### config.mk
export PLATFORM = sky130hd
export DESIGN_NAME = punc_control
export DESIGN_NICKNAME = d
export VERILOG_FILES = /design/src/rtl/punc_control_pkg.sv /design/src/rtl/punc_br_eval.sv /design/src/rtl/punc_control.sv
export SDC_FILE = /design/constraint.sdc
export NUM_CORES = 1
export LEC_CHECK = 0
export CAP_MARGIN = 10
export CORE_MARGIN = 4
export CORE_UTILIZATION = 32
export DETAILED_ROUTE_END_ITERATION = 6
export PLACE_DENSITY = 0.79
export SYNTH_ARGS = -nofsm -noshare
export SYNTH_HDL_FRONTEND = slang
export SYNTH_SLANG_ARGS = --single-unit
### constraint.sdc
create_clock -name clk -period 2.15 [get_ports clk]
set_clock_uncertainty 0.15 [all_clocks]
set_input_delay 0.43 -clock clk [delete_from_list [all_inputs] [get_ports clk]]
set_output_delay 0.43 -clock clk [all_outputs]
set_load 0.02 [all_outputs]
### src/rtl/punc_control_pkg.sv
// Shared PUnC constants: opcodes, control FSM state encoding and every
// datapath select encoding. Imported by the control unit and the datapath.
package punc_control_pkg;

    localparam int unsigned IR_W     = 16;
    localparam int unsigned OPCODE_W = 4;

    // Opcodes (ir[15:12])
    localparam logic [OPCODE_W-1:0] OP_BR   = 4'b0000;
    localparam logic [OPCODE_W-1:0] OP_ADD  = 4'b0001;
    localparam logic [OPCODE_W-1:0] OP_LD   = 4'b0010;
    localparam logic [OPCODE_W-1:0] OP_ST   = 4'b0011;
    localparam logic [OPCODE_W-1:0] OP_JSR  = 4'b0100;
    localparam logic [OPCODE_W-1:0] OP_AND  = 4'b0101;
    localparam logic [OPCODE_W-1:0] OP_LDR  = 4'b0110;
    localparam logic [OPCODE_W-1:0] OP_STR  = 4'b0111;
    localparam logic [OPCODE_W-1:0] OP_RSV8 = 4'b1000;
    localparam logic [OPCODE_W-1:0] OP_NOT  = 4'b1001;
    localparam logic [OPCODE_W-1:0] OP_LDI  = 4'b1010;
    localparam logic [OPCODE_W-1:0] OP_STI  = 4'b1011;
    localparam logic [OPCODE_W-1:0] OP_JMP  = 4'b1100;
    localparam logic [OPCODE_W-1:0] OP_RSVD = 4'b1101;
    localparam logic [OPCODE_W-1:0] OP_LEA  = 4'b1110;
    localparam logic [OPCODE_W-1:0] OP_HALT = 4'b1111;

    // Control FSM states
    typedef enum logic [2:0] {
        ST_INIT     = 3'd0,
        ST_FETCH    = 3'd1,
        ST_DECODE   = 3'd2,
        ST_EXECUTE  = 3'd3,
        ST_EXECUTE2 = 3'd4,
        ST_HALT     = 3'd5
    } state_t;

    // Memory read address
    localparam logic [1:0] MEM_R_ADDR_SEL_PC    = 2'd0;
    localparam logic [1:0] MEM_R_ADDR_SEL_PC9   = 2'd1;
    localparam logic [1:0] MEM_R_ADDR_SEL_R0OFF = 2'd2;
    localparam logic [1:0] MEM_R_ADDR_SEL_TMP   = 2'd3;

    // Memory write address
    localparam logic [1:0] MEM_W_ADDR_SEL_PC9   = 2'd0;
    localparam logic [1:0] MEM_W_ADDR_SEL_R0OFF = 2'd1;
    localparam logic [1:0] MEM_W_ADDR_SEL_TMP   = 2'd2;

    // Register file selects
    localparam logic       RF_R1_ADDR_SEL_IR20  = 1'b0;
    localparam logic       RF_R1_ADDR_SEL_IR119 = 1'b1;
    localparam logic       RF_W_ADDR_SEL_IR119  = 1'b0;
    localparam logic       RF_W_ADDR_SEL_R7     = 1'b1;
    localparam logic [1:0] RF_W_DATA_SEL_ALU    = 2'd0;
    localparam logic [1:0] RF_W_DATA_SEL_MEM    = 2'd1;
    localparam logic [1:0] RF_W_DATA_SEL_PC     = 2'd2;
    localparam logic [1:0] RF_W_DATA_SEL_PC9    = 2'd3;

    // PC load source
    localparam logic [1:0] PC_LD_DATA_SEL_PC9  = 2'd0;
    localparam logic [1:0] PC_LD_DATA_SEL_R0   = 2'd1;
    localparam logic [1:0] PC_LD_DATA_SEL_PC11 = 2'd2;

    // ALU functions
    localparam logic [2:0] ALU_FN_ADD  = 3'd0;
    localparam logic [2:0] ALU_FN_ADDI = 3'd1;
    localparam logic [2:0] ALU_FN_AND  = 3'd2;
    localparam logic [2:0] ALU_FN_ANDI = 3'd3;
    localparam logic [2:0] ALU_FN_NOT  = 3'd4;
    localparam logic [2:0] ALU_FN_PASS = 3'd5;

    function automatic logic [OPCODE_W-1:0] opcode_of(input logic [IR_W-1:0] instr);
        return instr[15:12];
    endfunction

endpackage

### src/rtl/punc_br_eval.sv
// Branch condition evaluation: taken when any requested flag (ir[11:9] = n,z,p)
// is currently set. A mask of 000 is never taken.
// Ports: nzp_mask (ir[11:9]), n/z/p flags in; taken_c combinational out.
module punc_br_eval (
    input  logic [2:0] nzp_mask,
    input  logic       n,
    input  logic       z,
    input  logic       p,
    output logic       taken_c
);

    assign taken_c = (nzp_mask[2] & n) | (nzp_mask[1] & z) | (nzp_mask[0] & p);

endmodule

### src/rtl/punc_control.sv
// PUnC LC3 multicycle control FSM. Sequences INIT -> FETCH -> DECODE ->
// EXECUTE (-> EXECUTE2) until HALT and drives every datapath strobe/select
// as a combinational decode of state and ir (forced to 0 while rst is high).
// Ports: clk, rst (async, active high), ir[15:0], n/z/p flags in;
//        memory, register file, IR/TMP/PC, ALU and cond strobes out; halted.
// Optional: PUNC_INSTR_CNT_EN adds instr_retired[31:0], a retired-instruction
//           counter (HALT not counted, frozen once halted).
module punc_control
    import punc_control_pkg::*;
(
    input  logic            clk,
    input  logic            rst,
    input  logic [IR_W-1:0] ir,
    input  logic            n,
    input  logic            z,
    input  logic            p,
    output logic            mem_w_en,
    output logic [1:0]      mem_r_addr_sel,
    output logic [1:0]      mem_w_addr_sel,
    output logic            rf_w_en,
    output logic            rf_r1_addr_sel,
    output logic            rf_w_addr_sel,
    output logic [1:0]      rf_w_data_sel,
    output logic            ir_ld,
    output logic            tmp_ld,
    output logic            pc_ld,
    output logic            pc_clr,
    output logic            pc_inc,
    output logic [1:0]      pc_ld_data_sel,
    output logic [2:0]      alu_sel,
    output logic            cond_ld,
    output logic            halted
`ifdef PUNC_INSTR_CNT_EN
    ,
    output logic [31:0]     instr_retired
`endif
);

    state_t               state;
    state_t               state_nxt;
    logic [OPCODE_W-1:0]  opcode;
    logic                 br_taken;
    logic                 unused_ir;

    assign opcode    = opcode_of(ir);
    assign unused_ir = ^{ir[8:6], ir[4:0]};

    punc_br_eval u_br_eval (
        .nzp_mask (ir[11:9]),
        .n        (n),
        .z        (z),
        .p        (p),
        .taken_c  (br_taken)
    );

    // State register
    always_ff @(posedge clk or posedge rst) begin
        if (rst) state <= ST_INIT;
        else     state <= state_nxt;
    end

    // Next-state logic
    always_comb begin
        state_nxt = state;
        case (state)
            ST_INIT:     state_nxt = ST_FETCH;
            ST_FETCH:    state_nxt = ST_DECODE;
            ST_DECODE:   state_nxt = (opcode == OP_HALT) ? ST_HALT : ST_EXECUTE;
            ST_EXECUTE:  state_nxt = (opcode == OP_LDI || opcode == OP_STI) ? ST_EXECUTE2 : ST_FETCH;
            ST_EXECUTE2: state_nxt = ST_FETCH;
            ST_HALT:     state_nxt = ST_HALT;
            default:     state_nxt = ST_INIT;
        endcase
    end

    // Output decode; everything defaults to 0 and is held at 0 during reset
    always_comb begin
        mem_w_en       = 1'b0;
        mem_r_addr_sel = MEM_R_ADDR_SEL_PC;
        mem_w_addr_sel = MEM_W_ADDR_SEL_PC9;
        rf_w_en        = 1'b0;
        rf_r1_addr_sel = RF_R1_ADDR_SEL_IR20;
        rf_w_addr_sel  = RF_W_ADDR_SEL_IR119;
        rf_w_data_sel  = RF_W_DATA_SEL_ALU;
        ir_ld          = 1'b0;
        tmp_ld         = 1'b0;
        pc_ld          = 1'b0;
        pc_clr         = 1'b0;
        pc_inc         = 1'b0;
        pc_ld_data_sel = PC_LD_DATA_SEL_PC9;
        alu_sel        = ALU_FN_ADD;
        cond_ld        = 1'b0;
        halted         = 1'b0;
        if (!rst) begin
            case (state)
                ST_INIT: pc_clr = 1'b1;
                ST_FETCH: begin
                    mem_r_addr_sel = MEM_R_ADDR_SEL_PC;
                    ir_ld          = 1'b1;
                    pc_inc         = 1'b1;
                end
                ST_EXECUTE: begin
                    case (opcode)
                        OP_ADD, OP_AND: begin
                            rf_w_en = 1'b1;
                            cond_ld = 1'b1;
                            if (opcode == OP_ADD) alu_sel = ir[5] ? ALU_FN_ADDI : ALU_FN_ADD;
                            else                  alu_sel = ir[5] ? ALU_FN_ANDI : ALU_FN_AND;
                        end
                        OP_NOT: begin
                            alu_sel = ALU_FN_NOT;
                            rf_w_en = 1'b1;
                            cond_ld = 1'b1;
                        end
                        OP_BR: begin
                            pc_ld          = br_taken;
                            pc_ld_data_sel = PC_LD_DATA_SEL_PC9;
                        end
                        OP_JMP: begin
                            pc_ld          = 1'b1;
                            pc_ld_data_sel = PC_LD_DATA_SEL_R0;
                        end
                        OP_JSR: begin
                            // R7 captures the old PC while PC loads; JSRR R7 reads R7 before the write lands
                            rf_w_en        = 1'b1;
                            rf_w_addr_sel  = RF_W_ADDR_SEL_R7;
                            rf_w_data_sel  = RF_W_DATA_SEL_PC;
                            pc_ld          = 1'b1;
                            pc_ld_data_sel = ir[11] ? PC_LD_DATA_SEL_PC11 : PC_LD_DATA_SEL_R0;
                        end
                        OP_LD: begin
                            mem_r_addr_sel = MEM_R_ADDR_SEL_PC9;
                            rf_w_data_sel  = RF_W_DATA_SEL_MEM;
                            rf_w_en        = 1'b1;
                            cond_ld        = 1'b1;
                        end
                        OP_LDR: begin
                            mem_r_addr_sel = MEM_R_ADDR_SEL_R0OFF;
                            rf_w_data_sel  = RF_W_DATA_SEL_MEM;
                            rf_w_en        = 1'b1;
                            cond_ld        = 1'b1;
                        end
                        OP_LEA: begin
                            rf_w_data_sel = RF_W_DATA_SEL_PC9;
                            rf_w_en       = 1'b1;
                            cond_ld       = 1'b1;
                        end
                        OP_ST, OP_STR: begin
                            mem_w_en       = 1'b1;
                            rf_r1_addr_sel = RF_R1_ADDR_SEL_IR119;
                            mem_w_addr_sel = (opcode == OP_ST) ? MEM_W_ADDR_SEL_PC9 : MEM_W_ADDR_SEL_R0OFF;
                        end
                        OP_LDI, OP_STI: begin
                            // First hop: fetch the pointer into TMP
                            mem_r_addr_sel = MEM_R_ADDR_SEL_PC9;
                            tmp_ld         = 1'b1;
                        end
                        default: ;
                    endcase
                end
                ST_EXECUTE2: begin
                    if (opcode == OP_LDI) begin
                        mem_r_addr_sel = MEM_R_ADDR_SEL_TMP;
                        rf_w_data_sel  = RF_W_DATA_SEL_MEM;
                        rf_w_en        = 1'b1;
                        cond_ld        = 1'b1;
                    end else if (opcode == OP_STI) begin
                        mem_w_addr_sel = MEM_W_ADDR_SEL_TMP;
                        mem_w_en       = 1'b1;
                        rf_r1_addr_sel = RF_R1_ADDR_SEL_IR119;
                    end
                end
                ST_HALT: halted = 1'b1;
                default: ;
            endcase
        end
    end

`ifdef PUNC_INSTR_CNT_EN
    // Retired-instruction counter: one count per return to FETCH from execution
    always_ff @(posedge clk or posedge rst) begin
        if (rst) begin
            instr_retired <= 32'd0;
        end else if (state_nxt == ST_FETCH &&
                     (state == ST_EXECUTE || state == ST_EXECUTE2)) begin
            instr_retired <= instr_retired + 32'd1;
        end
    end
`endif

endmodule

# Word-level counts from Yosys, hierarchy flattened
# Index checks and enable logic that the tools add are counted.
# word_totals
register_bits,3
# op_classes
n_eq_ne,18
muxes,54
n_bitwise,5
reduce_logical,12
# ops
op,n
2-to-1 mux 1 bit,28
"== test 4 bit, second input constant",6
2-to-1 mux 2 bit,10
one-hot mux 2 bit (2 select lines),5
"== test 4 x 3 -> 1 bit, second input constant",4
one-hot mux 3 bit (5 select lines),1
2-to-1 mux 3 bit,4
OR reduction 2 bit,6
"== test 4 x 2 -> 1 bit, second input constant",2
one-hot mux 1 bit (2 select lines),4
OR reduction 7 bit,1
"== test 3 x 2 -> 1 bit, second input constant",2
"== test 3 bit, second input constant",2
one-hot mux 2 bit (3 select lines),1
one-hot mux 3 bit (2 select lines),1
OR reduction 6 bit,1
"== test 4 x 1 -> 1 bit, second input constant",1
logical NOT 4 bit,1
bitwise AND 1 bit,3
"== test 3 x 1 -> 1 bit, second input constant",1
logical NOT 3 bit,1
OR reduction 3 bit,1
bitwise OR 1 bit,2
logical OR 1 bit,1

# Longest topological paths before layout
# depth
depth_word,6
mapped_depth,6
ltp_nobuf,4

# Modules after synthesis
# From an unflattened synthesis, not the netlist that was laid out.
# unflattened
hier_cells,79
area_unflattened_um2,511.7
# by_module_without_submodules
mod,instances,cells_per_inst,area_each_um2,seq_area_each_um2
punc_control,1,77,498.0,75.1
punc_br_eval,1,2,13.8,0.0

# Least setup slack after synthesis
# No wires, ideal clock.
# synth_timing
kind,input -> output
start,input port rst
end,output port pc_ld_data_sel[1]
arrival_ns,1.669
required_time_ns,1.570
path_slack_ns,-0.099
stages,5
n_path_buf,1
cell_sequence,clkbuf_1 inv_1 nand2_2 nor4_2 and2_1
# synth_via
elab_chain_len,1
# synth_lines
item,line_no,text
"start, declared",punc_control.sv:12,"input logic rst,"
2-to-1 mux 2 bit,punc_control.sv:94,if (!rst) begin
"end, declared",punc_control.sv:29,"output logic [1:0] pc_ld_data_sel,"
# Every way passes these cells.

# Worst setup path in the final report
# layout_timing
start,register state[0]
end,output port rf_w_en
# layout_via
elab_chain_len,3
word_cells_on_any_way,4
cone_classes,2 x eq/ne; 2 x mux
# layout_lines
item,line_no,text
"start, declared",punc_control.sv:39,state_t state;
"start signal, assigned",punc_control.sv:59,else state <= state_nxt;
== test 3 bit / == test 3 x 2 -> 1 bit (equally long branches),punc_control.sv:95,case (state)
one-hot mux 1 bit (2 select lines) (*),punc_control.sv:95,
2-to-1 mux 1 bit (*),punc_control.sv:94,
"end, declared",punc_control.sv:20,"output logic rf_w_en,"
# Every way passes the cells marked *; elsewhere a longest branch is shown, timed or not.

==> flow_summary.yaml <==
critical_path:
  cp.arrival_ns: 1.71
  start_kind: "flip-flop"
  worstSetupEndpointType: "output port"
  timing_worst_setup_path_type: "reg2out"
  critPathMaxFanout: 2
  critical_path_required_ns: 1.57
finish:
  regMostFlops: "state"
  reg_top3: "state: 3 flops"
  number_of_flip_flops_under_the_largest_register_name: 3
  drive_above_1_share_pct: 60.7
  final_nets: 157
  areaGrowthSynthToFinish_pct: 126
  antennaDiodeCount: 0
  fillers: 110
synthesis:
  postSynthRegisterBits: 3
  postSynthCellCount: 75
  share_of_synthesized_area_occupied_by_flip_flops_and_latches_pct: 14.3
  yosys_warnings: 0
  async_flop_share_pct: 100
  synthDominantCellAreaShare_pct: 14.3
  mappedNetlistArea_um2: 526
  synth.most_common_cell: "sky130_fd_sc_hd__nor2_1"
  post_synth_num_cell_types: 36
  synth_edf_count: 0
  post_synth.cell_area_avg_um2: 7.01
  yosys_most_used_dff: "sky130_fd_sc_hd__dfrtp_1"
  yosysTopAreaCell: "sky130_fd_sc_hd__dfrtp_1"
  yosys-top-cells-count: "7 x sky130_fd_sc_hd__nor2_1, 6 x sky130_fd_sc_hd__a21oi_1, 5 x sky130_fd_sc_hd__nand2b_1"
  postSynthNetCount: 96
  synth_area_leaders: "sky130_fd_sc_hd__dfrtp_1 14%, sky130_fd_sc_hd__nand2b_1 6.0%, sky130_fd_sc_hd__a21oi_1 5.7%"
power_and_ir_drop:
  power_per_cell_area_mw_per_mm2: 684
  cellInternalPower_mw: 0.453
  power.share.clock_pct: 13.6
  power.net_switching_mw: 0.360
  p_leak_nw: 0.544
  power.share.switching_pct: 44.3
  combinationalPowerShare_pct: 74.4
  vdd_drop_max_mv: 0.508
  p_seq_share_pct: 11.9
global_route:
  first_global_vias: 834
  grtUsageTotal_pct: 19.0
  grt_antenna_before_repair: 0
  largest_net_degree_at_the_start_of_global_routing: 14
  grt-ovfl-total: 0
  grt_first_pass_wirelength_um: 3710
clocking:
  clkLatencyLatePin_ns: 0.25
  cts_tree: "done"
  clock_input_transition_at_the_sequential_cells_of_the_worst_setup_and_hold_paths_ns: 0.05
  post_cts_hold_buffer_count: 0
  root_buffer: "sky130_fd_sc_hd__clkbuf_4"
  cts_bufs_inserted: 3
  clockBufferDepth: 2
  h_tree_level_count: 1
  cts_num_sinks: 3
die:
  horizontal_extent_of_the_die_um: 48.5
  floorplan.die.height_um: 48.5
  placeableCoreArea_mm2: 0.00152
  start_util_pct: 34.5
  core.rowCount: 14
  die_area_mm2: 0.00235
  ios: 43
detailed_routing:
  number_of_design_rule_violations_left_after_detail_routing: 0
  dr_total_vias: 825
  detail-route-antenna-nets: 0
  routedWlPerCell_um: 16.5
  drtIter0Drc: 32
  via_per_inst: 5.46
  pre_antenna_drt_iters: 4
  routed_wl_um: 2490
run:
  cap_viol_max_count: 0
sta:
  max_slew_margin_pct: 82.2
  final.hold.worst_slack_ns: 0.237
  final-hold-violation-count: 0
  min_period_ns: 2.29
  fin_setup_tns_ns: -0.563
  post-route-period-util_pct: 107
  post-route-worst-setup-slack_ns: -0.140
  grt_setup_unrepaired: "yes"
  fmaxAchievable_mhz: 437
  report.final.setup_viol: 9
  drv_slew: 0
  tightestPinTransition_ns: 0.266
placement:
  place.detailed.hpwl_um: 1680
  finalWeightedCongestion: 0.760
  port_buffers: 34
status:
  status: "complete, but fails checks"
  violated_checks: "setup timing"
worst_hold_path:
  hold_path.class: "in2async"
==> critical path: stages, from the launching register on <==
cell                       delay, ns
sky130_fd_sc_hd__dfrtp_1        0.38
sky130_fd_sc_hd__and4bb_4       0.36
sky130_fd_sc_hd__nand2b_4       0.05
sky130_fd_sc_hd__or3b_4         0.38
sky130_fd_sc_hd__a21oi_2        0.14
sky130_fd_sc_hd__buf_4          0.15
==> metal layers <==
layer  global-route usage, %  wire (um)
met4                    3.59         12
met1                    20.3        968
met3                    7.67        215
met5                       0          0
met2                    34.8       1290
==> cells by family (layout without fill, tap and decap cells) <==
group	after synthesis	in the layout	share of synthesized area [%]
buffers and inverters	12	72	12.4
muxes	1	1	2.14
xor gates and xnor gates	1	1	1.67
and+or+nand+nor	42	42	50.5
AOI/OAI and AO/OA	16	16	19.0
DFF	3	3	14.3
==> area by class of cell <==
type | instances | area [um2] | share of cell area [%]
inverter | 3 | 11.3 | 0.947
timing repair buffer | 65 | 531 | 44.6
multi-input combinational | 60 | 526 | 44.2
clock buffer | 4 | 26.3 | 2.21
tap | 16 | 20.0 | 1.68
sequential | 3 | 75.1 | 6.32
==> power by group through the flow <==
stage          Sequential (mW)  Clock (mW)  Combinational [mW]
4_1_cts                 0.0957       0.109               0.534
3_3_place_gp            0.0961           0               0.479
5_1_grt                 0.0975       0.119               0.652
6_report                0.0971       0.111               0.605
3_5_place_dp            0.0935           0               0.496
2_1_floorplan           0.0943           0               0.270
==> placed cells by master (no fill, tap or decap), types with 2 or more instances in the layout <==
| master | synthesis | routed |
|---|---|---|
| sky130_fd_sc_hd__buf_2 | 1 | 4 |
| sky130_fd_sc_hd__a21oi_1 | 6 | 4 |
| sky130_fd_sc_hd__nor3_2 | 0 | 2 |
| sky130_fd_sc_hd__clkbuf_4 | 0 | 3 |
| sky130_fd_sc_hd__nand4_1 | 2 | 2 |
| sky130_fd_sc_hd__inv_1 | 3 | 2 |
| sky130_fd_sc_hd__nor2b_1 | 2 | 2 |
| sky130_fd_sc_hd__nor4_2 | 1 | 2 |
| sky130_fd_sc_hd__nand3b_1 | 2 | 2 |
| sky130_fd_sc_hd__nand2b_4 | 1 | 3 |
| sky130_fd_sc_hd__o21a_1 | 2 | 2 |
| sky130_fd_sc_hd__nor2_1 | 7 | 4 |
| sky130_fd_sc_hd__clkdlybuf4s50_1 | 0 | 5 |
| sky130_fd_sc_hd__a211oi_1 | 2 | 2 |
| sky130_fd_sc_hd__buf_4 | 3 | 38 |
| sky130_fd_sc_hd__nor2_4 | 0 | 2 |
| sky130_fd_sc_hd__nor3b_2 | 0 | 2 |
| sky130_fd_sc_hd__nand2b_1 | 5 | 3 |
| sky130_fd_sc_hd__a21oi_2 | 0 | 2 |
| sky130_fd_sc_hd__dfrtp_1 | 3 | 3 |
| sky130_fd_sc_hd__nor3_4 | 0 | 2 |
| sky130_fd_sc_hd__nand2_1 | 4 | 4 |
| sky130_fd_sc_hd__buf_6 | 1 | 7 |
| sky130_fd_sc_hd__dlygate4sd2_1 | 0 | 7 |
==> repair_timing <==
item	CTS	global route
buffers inserted	3	2
resized for setup	106	37
setup endpoints to repair	22	20
pin swaps	9	10
endpoints found under the hold margin	0	0
==> per-stage QoR <==
stage          utilization, %  setup slack, ns  cells  cell area, um2  total power [mW]
2_1_floorplan               -          0.00972     75             557             0.365
3_3_place_gp             69.5           -0.759    142            1060             0.575
3_5_place_dp             69.5           -0.800    142            1060             0.590
4_1_cts                  71.4           -0.136    149            1090             0.739
5_1_grt                  78.0           -0.197    151            1190             0.868
6_report                 78.0           -0.140    151            1190             0.813
==> path summary, 6_finish.rpt <==
check | start | endpoint | slack [ns] | depth (start not counted)
hold reg to reg | state[1]$_DFF_PP0_ | state[0]$_DFF_PP0_ | 0.58 | 3
max in group asynchronous | rst | state[1]$_DFF_PP0_ | 1.51 | 3
setup reg to reg | state[2]$_DFF_PP0_ | state[2]$_DFF_PP0_ | 0.65 | 7
min in group clk | state[1]$_DFF_PP0_ | state[0]$_DFF_PP0_ | 0.58 | 3
setup / recovery | state[0]$_DFF_PP0_ | rf_w_en | -0.14 | 5
hold / removal | rst | state[2]$_DFF_PP0_ | 0.24 | 3
(Power assumes the default switching activity.)
